[config.mk]
export PLATFORM = sky130hd
export DESIGN_NAME = imem_loader
export DESIGN_NICKNAME = d
export VERILOG_FILES = /design/src/rtl/imem_loader_pkg.sv /design/src/rtl/imem_loader_byte_assembler.sv /design/src/rtl/imem_loader.sv
export SDC_FILE = /design/constraint.sdc
export NUM_CORES = 1
export LEC_CHECK = 0
export BUFFER_PORTS_ARGS = -buffer_cell sky130_fd_sc_hd__buf_2
export CORE_MARGIN = 4
export CORE_UTILIZATION = 25
export CTS_BUF_LIST = sky130_fd_sc_hd__clkbuf_8
export DETAILED_ROUTE_END_ITERATION = 8
export PLACE_DENSITY = 0.38
export SYNTH_ARGS = -nofsm -noshare
export SYNTH_HDL_FRONTEND = slang
export SYNTH_HIERARCHICAL = 1
export SYNTH_SLANG_ARGS = --single-unit
[constraint.sdc]
create_clock -name clock -period 6.8 [get_ports clock]
set_input_delay 0.68 -clock clock [delete_from_list [all_inputs] [get_ports clock]]
set_output_delay 0.68 -clock clock [all_outputs]
set_load 0.005 [all_outputs]
[src/rtl/imem_loader_pkg.sv]
// Shared constants for the instruction-memory boot loader.
package imem_loader_pkg;

    localparam int IMEM_DEPTH = 1024;

    typedef enum logic [2:0] {
        S_COUNT = 3'd0,
        S_DATA  = 3'd1,
        S_CHECK = 3'd2,
        S_DONE  = 3'd3,
        S_ERROR = 3'd4
    } state_t;

endpackage

[src/rtl/imem_loader_byte_assembler.sv]
// Packs accepted stream bytes MSB-first into 32-bit words.
module byte_assembler (
    input  logic        clock,
    input  logic        reset,
    input  logic        in_fire,
    input  logic [7:0]  in_data,
    output logic [31:0] word,
    output logic        word_valid
);

    logic [1:0]  cnt_q, cnt_d;
    logic [31:0] shift_q, shift_d;

    always_comb begin
        cnt_d   = cnt_q;
        shift_d = shift_q;
        if (in_fire) begin
            cnt_d   = cnt_q + 2'd1;
            shift_d = {shift_q[23:0], in_data};
        end
    end

    // The completed word is presented in the same cycle as its 4th byte so the
    // loader can register its outputs on that very edge.
    assign word       = shift_d;
    assign word_valid = in_fire && (cnt_q == 2'd3);

    always_ff @(posedge clock) begin
        if (!reset) begin
            cnt_q   <= '0;
            shift_q <= '0;
        end else begin
            cnt_q   <= cnt_d;
            shift_q <= shift_d;
        end
    end

endmodule

[src/rtl/imem_loader.sv]
// Boot loader: parses COUNT / DATA / CHECK words, writes instruction memory
// and releases the CPU from reset once the XOR checksum matches.
module imem_loader
    import imem_loader_pkg::*;
#(
    parameter int DEPTH = IMEM_DEPTH
) (
    input  logic        clock,
    input  logic        reset,
    input  logic        in_valid,
    input  logic [7:0]  in_data,
    output logic        in_ready,
    output logic        wr_en,
    output logic [31:0] wr_addr,
    output logic [31:0] wr_data,
    output logic        cpu_reset,
    output logic        done,
    output logic        error
);

    state_t      state_q, state_d;
    logic [31:0] n_q, n_d;
    logic [9:0]  k_q, k_d;
    logic [31:0] xor_q, xor_d;
    logic        wr_en_q, wr_en_d;
    logic [31:0] wr_addr_q, wr_addr_d;
    logic [31:0] wr_data_q, wr_data_d;
    logic        done_q, done_d;
    logic        error_q, error_d;
    logic        cpu_reset_q, cpu_reset_d;

    logic [31:0] word;
    logic        word_valid;
    logic        in_fire;
    logic        last_data;

    assign in_ready = reset && (state_q == S_COUNT || state_q == S_DATA || state_q == S_CHECK);
    assign in_fire  = in_valid && in_ready;

    byte_assembler u_asm (
        .clock      (clock),
        .reset      (reset),
        .in_fire    (in_fire),
        .in_data    (in_data),
        .word       (word),
        .word_valid (word_valid)
    );

    assign last_data = ({22'd0, k_q} == n_q - 32'd1);

    always_ff @(posedge clock) begin
        if (!reset) state_q <= S_COUNT;
        else        state_q <= state_d;
    end

    always_comb begin
        state_d = state_q;
        if (word_valid) begin
            case (state_q)
                S_COUNT: begin
                    if (word > 32'(DEPTH)) state_d = S_ERROR;
                    else if (word == '0)   state_d = S_CHECK;
                    else                   state_d = S_DATA;
                end
                S_DATA:  if (last_data) state_d = S_CHECK;
                S_CHECK: state_d = (word == xor_q) ? S_DONE : S_ERROR;
                default: state_d = state_q;
            endcase
        end
    end

    always_comb begin
        n_d         = n_q;
        k_d         = k_q;
        xor_d       = xor_q;
        wr_en_d     = 1'b0;
        wr_addr_d   = wr_addr_q;
        wr_data_d   = wr_data_q;
        if (word_valid) begin
            case (state_q)
                S_COUNT: n_d = word;
                S_DATA: begin
                    wr_en_d   = 1'b1;
                    wr_addr_d = {20'd0, k_q, 2'b00};
                    wr_data_d = word;
                    xor_d     = xor_q ^ word;
                    k_d       = k_q + 10'd1;
                end
                default: ;
            endcase
        end
        // Flags follow the terminal state so they rise on the deciding edge.
        done_d      = (state_d == S_DONE);
        error_d     = (state_d == S_ERROR);
        cpu_reset_d = done_d;
    end

    always_ff @(posedge clock) begin
        if (!reset) begin
            n_q         <= '0;
            k_q         <= '0;
            xor_q       <= '0;
            wr_en_q     <= 1'b0;
            wr_addr_q   <= '0;
            wr_data_q   <= '0;
            done_q      <= 1'b0;
            error_q     <= 1'b0;
            cpu_reset_q <= 1'b0;
        end else begin
            n_q         <= n_d;
            k_q         <= k_d;
            xor_q       <= xor_d;
            wr_en_q     <= wr_en_d;
            wr_addr_q   <= wr_addr_d;
            wr_data_q   <= wr_data_d;
            done_q      <= done_d;
            error_q     <= error_d;
            cpu_reset_q <= cpu_reset_d;
        end
    end

    assign wr_en     = wr_en_q;
    assign wr_addr   = wr_addr_q;
    assign wr_data   = wr_data_q;
    assign done      = done_q;
    assign error     = error_q;
    assign cpu_reset = cpu_reset_q;

endmodule

==> reports/qor.yml, run 1 <==
run_status:
  status: "finished, final reports clean"
synth:
  syn_avg_cell_area_um2: 9.20
  syn_area_mm2: 0.00730
  synth_edf_count: 0
  ys_warn_count: 6
  synth_seq_cells: 156
  async_flop_share: 0
  synth_ff_type: "dfxtp_1"
  seq_area_frac_synth: 0.428
  ys_types: 57
  synth_cells: 794
hold_path:
  min-delay-start: "wr_addr[6]$_SDFFE_PN0P_"
  hp-class: "reg -> reg"
  min_to: "wr_addr[6]$_SDFFE_PN0P_"
  hold_depth: 2
clock_network:
  max-clock-path-buffers: 2
  clk_latency_ns: 0.47
  cts_buffers: 17
  cts_tree: "yes"
  cts_resized: 0
  cts-root-buf: "clkbuf_8"
  clk_pin_slew_ns: 0.09
  cts.sinks: 156
  hold_buffers: 0
  htree_levels: 4
  post_cts_buffers: 0
layout:
  syn_to_final_growth_pct: 12.2
  fin_nets: 843
  layout_commonest_cell: "nand2_1"
  multi_input_area_mm2: 0.00386
  fillers: 3137
  finalInstanceArea_mm2: 0.00819
  seqCellArea_mm2: 0.00312
  n_antenna_cell: 0
  drive_above_1_share: 0.164
  most-common-layout-cells: "nand2_1, dfxtp_1, a21boi_0, xnor2_1, and2_1"
timing:
  fin_ws_ns: 2.90
  fin_setup_tns_ns: 0
  skew_ns: 0.0153
  finalCritPeriodShare: 0.573
  hold_viol: 0
  max_freq_mhz: 256
  maxSlewViolCount: 0
  period_needed_ns: 3.90
  maxSlewHeadroom: 0.142
  rsz0062_at_grt: "false"
  setup_viol: 0
  tightest_slew_ns: 1.27
pwr:
  ir_worst_vdd_mv: 0.0927
  cellLeakagePower_uw: 0.00308
  p_total_uw: 1710
  power_density_mw_per_mm2: 208
place:
  portBuffers: 57
  place.gp.congestion: 0.791
  place_hpwl_um: 15400
  placed_area_mm2: 0.00781
  dp_slack_ns: 2.37
floorplanning:
  start_util: 0.254
  die_h_um: 179
  die_w_um: 179
  ios: 80
  coreArea_mm2: 0.0288
  fp-row-count: 62
  die_area_mm2: 0.0320
worst_setup_path:
  worst-r2r-setup-slack_ns: 2.99
  critPathKind: "in -> reg"
  path_max_fanout: 81
  cp.arrival_ns: 4.26
  critPathCaptureType: "flop"
  crit_slowest_cell: "and3_2"
  startpoint_type: "input pin"
  crit_chain: "buf_4, and3_2, and2_1, nor4bb_4, buf_4, nand2_1, nor2_1, nand3_1, xnor2_1, and2_1"
  r2r_start: "state_q[1]$_SDFF_PN0_"
  r2r-end: "k_q[5]$_SDFFE_PN0P_"
  required_ns: 7.16
  max_stage_delay_ns: 1.09
  r2r_cells: 10
grt:
  gr-total-overflow: 0
  grt_max_degree: 82
  grtUsageTotal: 0.137
  antenna_found_initial: 0
  grt_pass1_vias: 5417
  grt_first_pass_wirelength_um: 33300
detailed_routing:
  wirelength_um: 21400
  drtIter0Drc: 326
  first_pass_iters: 5
  viasPerCell: 4.31
  drcViolationCount: 0
  vias: 5279
  drtAntennaViolNets: 0
  wl_per_cell_um: 17.5
flow_run:
  maxCapViolCount: 0
how the worst max path moves through the flow:
stage | cells after the start | startpoint | endpoint | slack [ns]
2_1_floorplan | 12 | reset | xor_q[10]$_SDFFE_PN0P_ | 3.52
3_3_place_gp | 10 | reset | k_q[5]$_SDFFE_PN0P_ | 2.34
3_5_place_dp | 10 | reset | k_q[5]$_SDFFE_PN0P_ | 2.37
4_1_cts | 10 | reset | k_q[5]$_SDFFE_PN0P_ | 2.86
5_1_grt | 9 | reset | state_q[0]$_SDFF_PN0_ | 2.57
6_report | 10 | reset | k_q[5]$_SDFFE_PN0P_ | 2.90
synth_stat cells, types with 2 or more instances:
cell	count	area, um2
o21ai_0	3	15.0
a211oi_1	2	15.0
a31oi_1	5	31.3
a21boi_0	78	586
dfxtp_1	156	3120
nand2_1	161	604
a211o_1	2	17.5
nor4_1	18	113
nor2_1	12	45.0
buf_6	2	22.5
o32ai_1	2	17.5
xnor2_1	77	674
ha_1	3	37.5
buf_12	3	60.1
or2_2	2	12.5
and3_1	5	31.3
nor3_1	10	50.1
and2_4	2	17.5
or4_1	3	22.5
and2_1	74	463
mux2_2	5	56.3
nand3_1	10	50.1
nand4b_1	2	17.5
buf_1	2	7.51
o31ai_1	2	15.0
nand2b_1	5	31.3
xor2_1	10	87.6
inv_1	4	15.0
or3_1	4	25.0
mux2_4	27	405
clkbuf_1	35	131
buf_4	23	173
nand4_1	14	87.6
nor3b_1	2	15.0
nor2b_1	4	25.0
a22oi_1	2	15.0
a21oi_1	3	15.0
logic make-up after synthesis:
group	count (synthesis)	synth area share
multiplexers	33	0.0646
XOR/XNOR	87	0.104
AND/OR/NAND/NOR	338	0.233
adder cells (fa/ha/maj)	3	0.00514
other	1	0.000513
buffers and inverters	71	0.0574
flip-flops	156	0.428
AO/OA/AOI/OAI	105	0.107
cell type report:
type / count / share of cell area
multi-input cells: 588 / 0.472
flip-flops and latches: 156 / 0.381
well taps: 384 / 0.0586
repair buffers: 62 / 0.0397
clock buffers: 18 / 0.0302
clock inverters: 14 / 0.0168
inverters: 4 / 0.00183
per-stage QoR:
| stage | utilization | instances | hold slack [ns] |
|---|---|---|---|
| after CTS | 0.285 | 1226 | 0.472 |
| after detailed placement | 0.271 | 1194 | 0.458 |
| final | 0.285 | 1226 | 0.466 |
| after floorplan | - | 815 | 0.443 |
| after global placement | 0.271 | 1194 | 0.458 |
| after global routing | 0.285 | 1226 | 0.489 |
flip-flops by register name, summed over array words and instances (netlist names):
register / flops
n_q: 32
u_asm/shift_q: 32
wr_data: 32
xor_q: 32
k_q: 10
wr_addr: 10
state_q: 3
u_asm/cnt_q: 2
cpu_reset: 1
error: 1
wr_en: 1
critical path: cells and delay by family:
kind / cells / cell delay, ns
buf+inv: 2 / 0.89
xor+xnor: 1 / 0.14
simple gates: 7 / 2.47
power breakdown:
group | switching [uW] | internal [uW]
registers | 2.69 | 917
clock network | 399 | 308
logic | 48.9 | 32.3
total | 450 | 1260
routing by layer:
layer | vias to the layer above | wire length, um | GRT usage | share of wire
met3 | 18 | 715 | 0.0302 | 0.033
li1 | 2681 | - | - | -
met2 | 97 | 9840 | 0.220 | 0.46
met4 | 0 | 355 | 0.0384 | 0.017
met5 | - | 0 | 0 | 0
met1 | 2483 | 10500 | 0.186 | 0.49
(Power assumes the default switching activity.)
==> run 2, diff against run 1 <==
--- a/config.mk
+++ b/config.mk
@@ -5,12 +5,13 @@
 export SDC_FILE = /design/constraint.sdc
 export NUM_CORES = 1
 export LEC_CHECK = 0
+export ABC_AREA = 1
 export BUFFER_PORTS_ARGS = -buffer_cell sky130_fd_sc_hd__buf_2
 export CORE_MARGIN = 4
 export CORE_UTILIZATION = 25
 export CTS_BUF_LIST = sky130_fd_sc_hd__clkbuf_8
 export DETAILED_ROUTE_END_ITERATION = 8
-export PLACE_DENSITY = 0.38
+export PLACE_DENSITY = 0.37
 export SYNTH_ARGS = -nofsm -noshare
 export SYNTH_HDL_FRONTEND = slang
 export SYNTH_HIERARCHICAL = 1
==> constraint.sdc (replaced) <==
create_clock -name clock -period 3.85 [get_ports clock]
set_input_delay 0.385 -clock clock [delete_from_list [all_inputs] [get_ports clock]]
set_output_delay 0.385 -clock clock [all_outputs]
set_load 0.005 [all_outputs]
==> run 2 against run 1 <==
Effect of this change:
- via count up 30%
- clock skew is 0.0025 ns lower
- synthesized area grew 7.2%
- flip-flop and latch count is the same
- first-iteration DRC count up 22%
- cell count is 32% higher
- power increased by 100%
- critical endpoint is now cpu_reset$_SDFF_PN0_
==> reports/qor.yml, run 2 <==
synth:
  synth_top_area_frac: 0.399  # -0.0288
  ys_types: 34  # -40%
  synth_cells: 1172  # +48%
  synthTopCellsByCount: "nand2_1, dfxtp_1, inv_1"
  async_flop_share: 0  # unchanged
  syn_avg_cell_area_um2: 6.68  # -27%
  synth_ff_type: "dfxtp_1"
  synth_top_area_cell: "dfxtp_1"
  synth_seq_cells: 156  # unchanged
  seq_area_frac_synth: 0.399  # -0.0288
  syn_area_mm2: 0.00783  # +7.2%
  ys_warn_count: 6  # unchanged
  yosysMostFrequentCell: "nand2_1"
  synth_edf_count: 0  # unchanged
  yosys-top-cells-area: "dfxtp_1, nand2_1, inv_1, nor2_1, o21ai_0"
floorplanning:
  fp-row-count: 64  # +3.2%
  die_h_um: 185  # +3.4%
  start_util: 0.255  # +0.000916
  die_w_um: 185  # +3.4%
  ios: 80  # unchanged
  die_area_mm2: 0.0342  # +6.9%
  coreArea_mm2: 0.0307  # +6.8%
place:
  place_inst: 1590  # +33%
  place_hpwl_um: 18100  # +18%
  placed_area_mm2: 0.00845  # +8.2%
  dp_slack_ns: 0.688  # -1.68 ns
  portBuffers: 57  # unchanged
  place.gp.congestion: 0.851  # +7.7%
clock_network:
  clk_latency_ns: 0.47  # about the same
  cts-root-buf: "clkbuf_8"
  cts_resized: 0  # unchanged
  clk_pin_slew_ns: 0.09  # about the same
  htree_levels: 4  # unchanged
  cts_buffers: 17  # unchanged
  cts_tree: "yes"
  cts.sinks: 156  # unchanged
  hold_buffers: 0  # unchanged
  post_cts_buffers: 0  # unchanged
  max-clock-path-buffers: 2  # unchanged
grt:
  use_met3: 0.0271  # -0.00305
  grt_max_degree: 118  # +44%
  met2_usage: 0.245  # +0.0253
  met1_usage: 0.197  # +0.0111
  grtUsageTotal: 0.148  # +0.0105
  gr-total-overflow: 0  # unchanged
  grt_pass1_vias: 6798  # +25%
  top_usage_layer: "met2"
  grt_first_pass_wirelength_um: 38600  # +16%
  antenna_found_initial: 1  # +1
timing:
  period_needed_ns: 3.15
  finalCritPeriodShare: 0.819
  tightest_slew_ns: 0.545  # -0.730 ns
  fin_ws_ns: 0.696  # -2.20 ns
  rsz0062_at_grt: "false"
  skew_ns: 0.0127  # -0.00255 ns
  maxSlewViolCount: 0  # unchanged
  hold_viol: 0  # unchanged
  maxSlewHeadroom: 0.637  # +0.494
  fin_setup_tns_ns: 0  # unchanged
  max_freq_mhz: 317
  setup_viol: 0  # unchanged
hold_path:
  hold_depth: 3  # +1
  min-delay-start: "reset"
  hp-class: "in -> reg"
  min_to: "xor_q[5]$_SDFFE_PN0P_"
worst_setup_path:
  cp.arrival_ns: 3.55  # -0.71 ns
  crit_top_cell: "nand2_1"
  r2r_start: "state_q[1]$_SDFF_PN0_"
  critPathCaptureType: "flop"
  r2r-end: "cpu_reset$_SDFF_PN0_"
  startpoint_type: "flop"
  crit_slowest_cell: "dfxtp_1"
  r2r_cells: 20  # +10
  path_max_fanout: 33  # -59%
  crit_chain: "nor3_2, nor2_1, inv_1, nand2_1, nor2_2, inv_4, nand2_1, nand2_1, inv_1, xnor2_1, nand2_1, nor2_1, nand2_1, nor2_1, nand2_1, nand2_1, nand2_1, a21oi_1, nand4_1, nor2_1"
  worst-r2r-setup-slack_ns: 0.70  # -2.29 ns
  max_stage_delay_ns: 0.35  # -0.74 ns
  required_ns: 4.24  # -2.92 ns
  critPathKind: "reg -> reg"
detailed_routing:
  viasPerCell: 4.24  # -1.5%
  vias: 6878  # +30%
  drcViolationCount: 0  # unchanged
  wirelength_um: 24900  # +16%
  drtIter0Drc: 399  # +22%
  wl_per_cell_um: 15.3  # -12%
  first_pass_iters: 5  # unchanged
  drtAntennaViolNets: 0  # unchanged
layout:
  fin_cells: 1622  # +32%
  seqCellArea_mm2: 0.00312  # unchanged
  layout_commonest_cell: "nand2_1"
  syn_to_final_growth_pct: 13.4
  drive_above_1_share: 0.125  # -0.0391
  fillers: 3499  # +12%
  n_antenna_cell: 0  # unchanged
  multi_input_area_mm2: 0.00380  # -1.7%
  fin_nets: 1227  # +46%
  most-common-layout-cells: "nand2_1, inv_1, dfxtp_1, nor2_1, o21ai_0"
  finalInstanceArea_mm2: 0.00888  # +8.4%
pwr:
  p_total_uw: 3460  # +100%
  cellLeakagePower_uw: 0.00433  # +40%
  ir_worst_vdd_mv: 0.176  # +89%
  power_density_mw_per_mm2: 390  # +87%
run_status:
  status: "finished, final reports clean"
flow_run:
  maxCapViolCount: 0  # unchanged
run 2: cell count changes after synthesis, moves of 73 or more:
cell,previous run,this run
and2_1,74,1
a21oi_1,3,89
o21ai_0,3,101
a21boi_0,78,0
inv_1,4,156
nor2_1,12,153
nand2_1,161,282
run 2: area by class of cell:
cell class,count,area share
clock inverter,13,0.0194
clock buffer,19,0.0294
tap,396,0.0558
timing repair buffer,70,0.0473
multi-input combinational,807,0.428
sequential,156,0.352
inverter,161,0.0685
run 2: kinds of logic (layout without fill, tap and decap cells):
family / Yosys count / after routing / synth area share
buffers and inverters: 230 / 263 / 0.127
other: 1 / 22 / 0.000479
DFF: 156 / 156 / 0.399
xor gates and xnor gates: 41 / 41 / 0.0458
and+or+nand+nor: 545 / 545 / 0.297
adders and majority gates: 3 / 3 / 0.00479
AOI/OAI and AO/OA: 196 / 196 / 0.127
run 2: layer usage:
metal	vias up	part of all wire
met3	20	0.030
met2	94	0.47
met5	-	0.00036
met4	2	0.016
li1	3664	-
met1	3098	0.48
run 2: where the power goes:
group	internal [uW]	leakage (uW)	switching, uW
sequential	1640	0.00126	9.00
combinational	121	0.00285	312
clock	734	0.000222	650
run 2: stage by stage:
stage	util	hold WS, ns
floorplan	-	0.444
global placement	0.275	0.462
detailed placement	0.275	0.470
CTS	0.289	0.203
global route	0.289	0.208
finish	0.289	0.242
run 2: worst max-delay path by stage:
stage	startpoint	to	slack, ns	cells past startpoint
6_report	state_q[1]$_SDFF_PN0_	cpu_reset$_SDFF_PN0_	0.70	20
5_1_grt	state_q[1]$_SDFF_PN0_	cpu_reset$_SDFF_PN0_	0.25	21
4_1_cts	state_q[1]$_SDFF_PN0_	cpu_reset$_SDFF_PN0_	0.65	20
3_5_place_dp	state_q[1]$_SDFF_PN0_	error$_SDFF_PN0_	0.69	21
3_3_place_gp	state_q[1]$_SDFF_PN0_	state_q[0]$_SDFF_PN0_	0.69	22
2_1_floorplan	reset	state_q[0]$_SDFF_PN0_	1.09	22
run 2: worst max-delay path: cells and delay by family, from the launching register on:
family                    cells  cell delay [ns]
xor gates and xnor gates      1             0.21
DFF                           1             0.35
buffers and inverters         3             0.57
and+or+nand+nor              15             1.78
AOI/OAI and AO/OA             1             0.16
==> run 3, diff against run 2 <==
==> constraint.sdc (replaced) <==
create_clock -name clock -period 3.28 [get_ports clock]
set_input_delay 0.328 -clock clock [delete_from_list [all_inputs] [get_ports clock]]
set_output_delay 0.328 -clock clock [all_outputs]
set_load 0.005 [all_outputs]
==> run 3 against run 2 <==
Effect of this change:
- routed wire length is 0.16% higher
- global-route usage fell by 0.054 points
- final area grew 1.9%
- first-iteration DRC count decreased by 5.3%
- worst hold slack lost 0.031 ns
- clock power rose by 21%
- critical path type unchanged
- critical endpoint unchanged
==> reports/qor.yml, run 3 (synthesis results as in run 2) <==
worst_setup_path:
  worst-r2r-setup-slack_ns: 0.32  # -0.38 ns
  path_max_fanout: 24  # -27%
  startpoint_type: "flop"
  crit_slowest_cell: "dfxtp_1"
  crit_family: "simple AND/OR/NAND/NOR gates"
  critPathCaptureType: "flop"
  max_stage_delay_ns: 0.34  # about the same
  crit_chain: "nor3_2, nor2_1, inv_1, nand2_1, nor2_2, buf_12, buf_6, nand2_1, nand2_1, clkinvlp_4, nor2_1, nor3b_1, nand3_1, nand3b_1, nor3_1, nor2_1, nand2_1, nand4_1, nor2_1"
  crit_buf_inv: 4  # +1
  startpoint: "state_q[1]$_SDFF_PN0_"
  cp.arrival_ns: 3.35  # -0.20 ns
  required_ns: 3.67  # -0.57 ns
  critPathKind: "reg -> reg"
  r2r_start: "state_q[1]$_SDFF_PN0_"
clock_network:
  cts_tree: "yes"
  cts.sinks: 156  # unchanged
  clk_pin_slew_ns: 0.09  # about the same
  htree_levels: 4  # unchanged
  max-clock-path-buffers: 2  # unchanged
  cts_buffers: 17  # unchanged
  cts-root-buf: "clkbuf_8"
  clk_latency_ns: 0.47  # about the same
layout:
  syn_to_final_growth_pct: 15.5
  fin_cells: 1639  # +1.0%
  layout_commonest_cell: "nand2_1"
  drive_above_1_share: 0.142  # +0.0168
  most-common-layout-cells: "nand2_1, inv_1, dfxtp_1, nor2_1, o21ai_0"
  multi_input_area_mm2: 0.00384  # +0.96%
  finalInstanceArea_mm2: 0.00905  # +1.9%
  fillers: 3483  # -0.46%
  fin_nets: 1244  # +1.4%
  seqCellArea_mm2: 0.00312  # unchanged
  n_antenna_cell: 0  # unchanged
detailed_routing:
  top_layer_used: "met4"
  vias: 6968  # +1.3%
  drtAntennaViolNets: 0  # unchanged
  first_pass_iters: 4  # -1
  met2_length_um: 11700  # +0.54%
  wl_met3_um: 595  # -20%
  drcViolationCount: 0  # unchanged
  viasPerCell: 4.25  # +0.26%
  wirelength_um: 24900  # +0.16%
  drtIter0Drc: 378  # -5.3%
  wl_per_cell_um: 15.2  # -0.87%
  drt-met1-wl_um: 12200  # +1.4%
timing:
  hold_viol: 0  # unchanged
  maxSlewViolCount: 0  # unchanged
  maxSlewHeadroom: 0.500  # -0.137
  fin_setup_tns_ns: 0  # unchanged
  setup_viol: 0  # unchanged
  tightest_slew_ns: 0.750  # +0.205 ns
  skew_ns: 0.0234  # +0.0106 ns
  finalCritPeriodShare: 0.903  # +0.0838
  period_needed_ns: 2.96  # -0.192 ns
  max_freq_mhz: 338  # +6.5%
grt:
  gr-total-overflow: 0  # unchanged
  grt_pass1_vias: 6770  # -0.41%
  grt_first_pass_wirelength_um: 38700  # +0.36%
  grt_max_degree: 118  # unchanged
  grtUsageTotal: 0.147  # -0.000535
  antenna_found_initial: 0  # -1
floorplanning:
  fp-row-count: 64  # unchanged
  die_area_mm2: 0.0342  # unchanged
  die_h_um: 185  # unchanged
  coreArea_mm2: 0.0307  # unchanged
  ios: 80  # unchanged
  start_util: 0.255  # unchanged
  die_w_um: 185  # unchanged
flow_run:
  maxCapViolCount: 0  # unchanged
pwr:
  p_total_uw: 4140  # +19%
  power_density_mw_per_mm2: 457  # +17%
  cellLeakagePower_uw: 0.00441  # +1.9%
  ir_worst_vdd_mv: 0.268  # +52%
place:
  place_hpwl_um: 18500  # +2.2%
  place.gp.congestion: 0.849  # -0.23%
  portBuffers: 57  # unchanged
  place_inst: 1605  # +0.94%
  placed_area_mm2: 0.00855  # +1.2%
hold_path:
  hp-class: "in -> reg"
  min-delay-start: "in_data[0]"
run_status:
  status: "finished, final reports clean"
run 3: changes by cell type in the layout (fill, tap and decap cells not counted), moves of 2 or more:
cell and delta:
clkinv_2 -2, clkbuf_8 -2, xnor2_2 +4, xnor2_1 -4, buf_4 +17, clkinvlp_4 +3
run 3: worst paths after layout:
| kind | endpoint | cells after the start |
|---|---|---|
| max | cpu_reset$_SDFF_PN0_ | 19 |
| min | u_asm/shift_q[0]$_SDFF_PN0_ | 5 |
| max reg2reg | cpu_reset$_SDFF_PN0_ | 19 |
| min reg2reg | n_q[31]$_SDFFE_PN0P_ | 2 |
run 3: where the power goes:
part           switching (uW)  internal, uW  total (uW)
Combinational             365           167         533
Clock                     777           893        1670
Sequential               10.6          1920        1930
Total                    1150          2980        4140
run 3: tightest hold or removal path: cells and delay by family:
family	cells	cell delay, ns
AND/OR/NAND/NOR	3	0.20
buffers and inverters	2	0.11
run 3: final cells by class:
type | instances | share of cell area
multi-input cells | 807 | 0.424
inverters | 161 | 0.0679
clock inverters | 15 | 0.0228
clock buffers | 17 | 0.0259
flip-flops and latches | 156 | 0.345
well taps | 396 | 0.0548
repair buffers | 87 | 0.0596
run 3: per-layer routing:
layer | vias to the layer above | GRT usage
met5 | - | 0
met4 | 0 | 0.0385
met3 | 14 | 0.0232
met2 | 87 | 0.246
met1 | 3160 | 0.199
li1 | 3707 | -
run 3: what timing repair did:
item | 4_1_cts | 5_1_grt
endpoints found under the hold margin | 0 | 0
hold buffers | 0 | 0
setup buffers | 0 | 2
setup endpoints to repair | 0 | 5
resized for setup | 0 | 10
run 3: through the flow:
| step | setup WS, ns | utilization | hold slack (ns) |
|---|---|---|---|
| 2_1_floorplan | 0.576 | - | 0.444 |
| 3_3_place_gp | 0.193 | 0.278 | 0.460 |
| 3_5_place_dp | 0.199 | 0.278 | 0.463 |
| 4_1_cts | 0.172 | 0.292 | 0.161 |
| 5_1_grt | -0.0177 | 0.294 | 0.198 |
| 6_report | 0.318 | 0.294 | 0.211 |
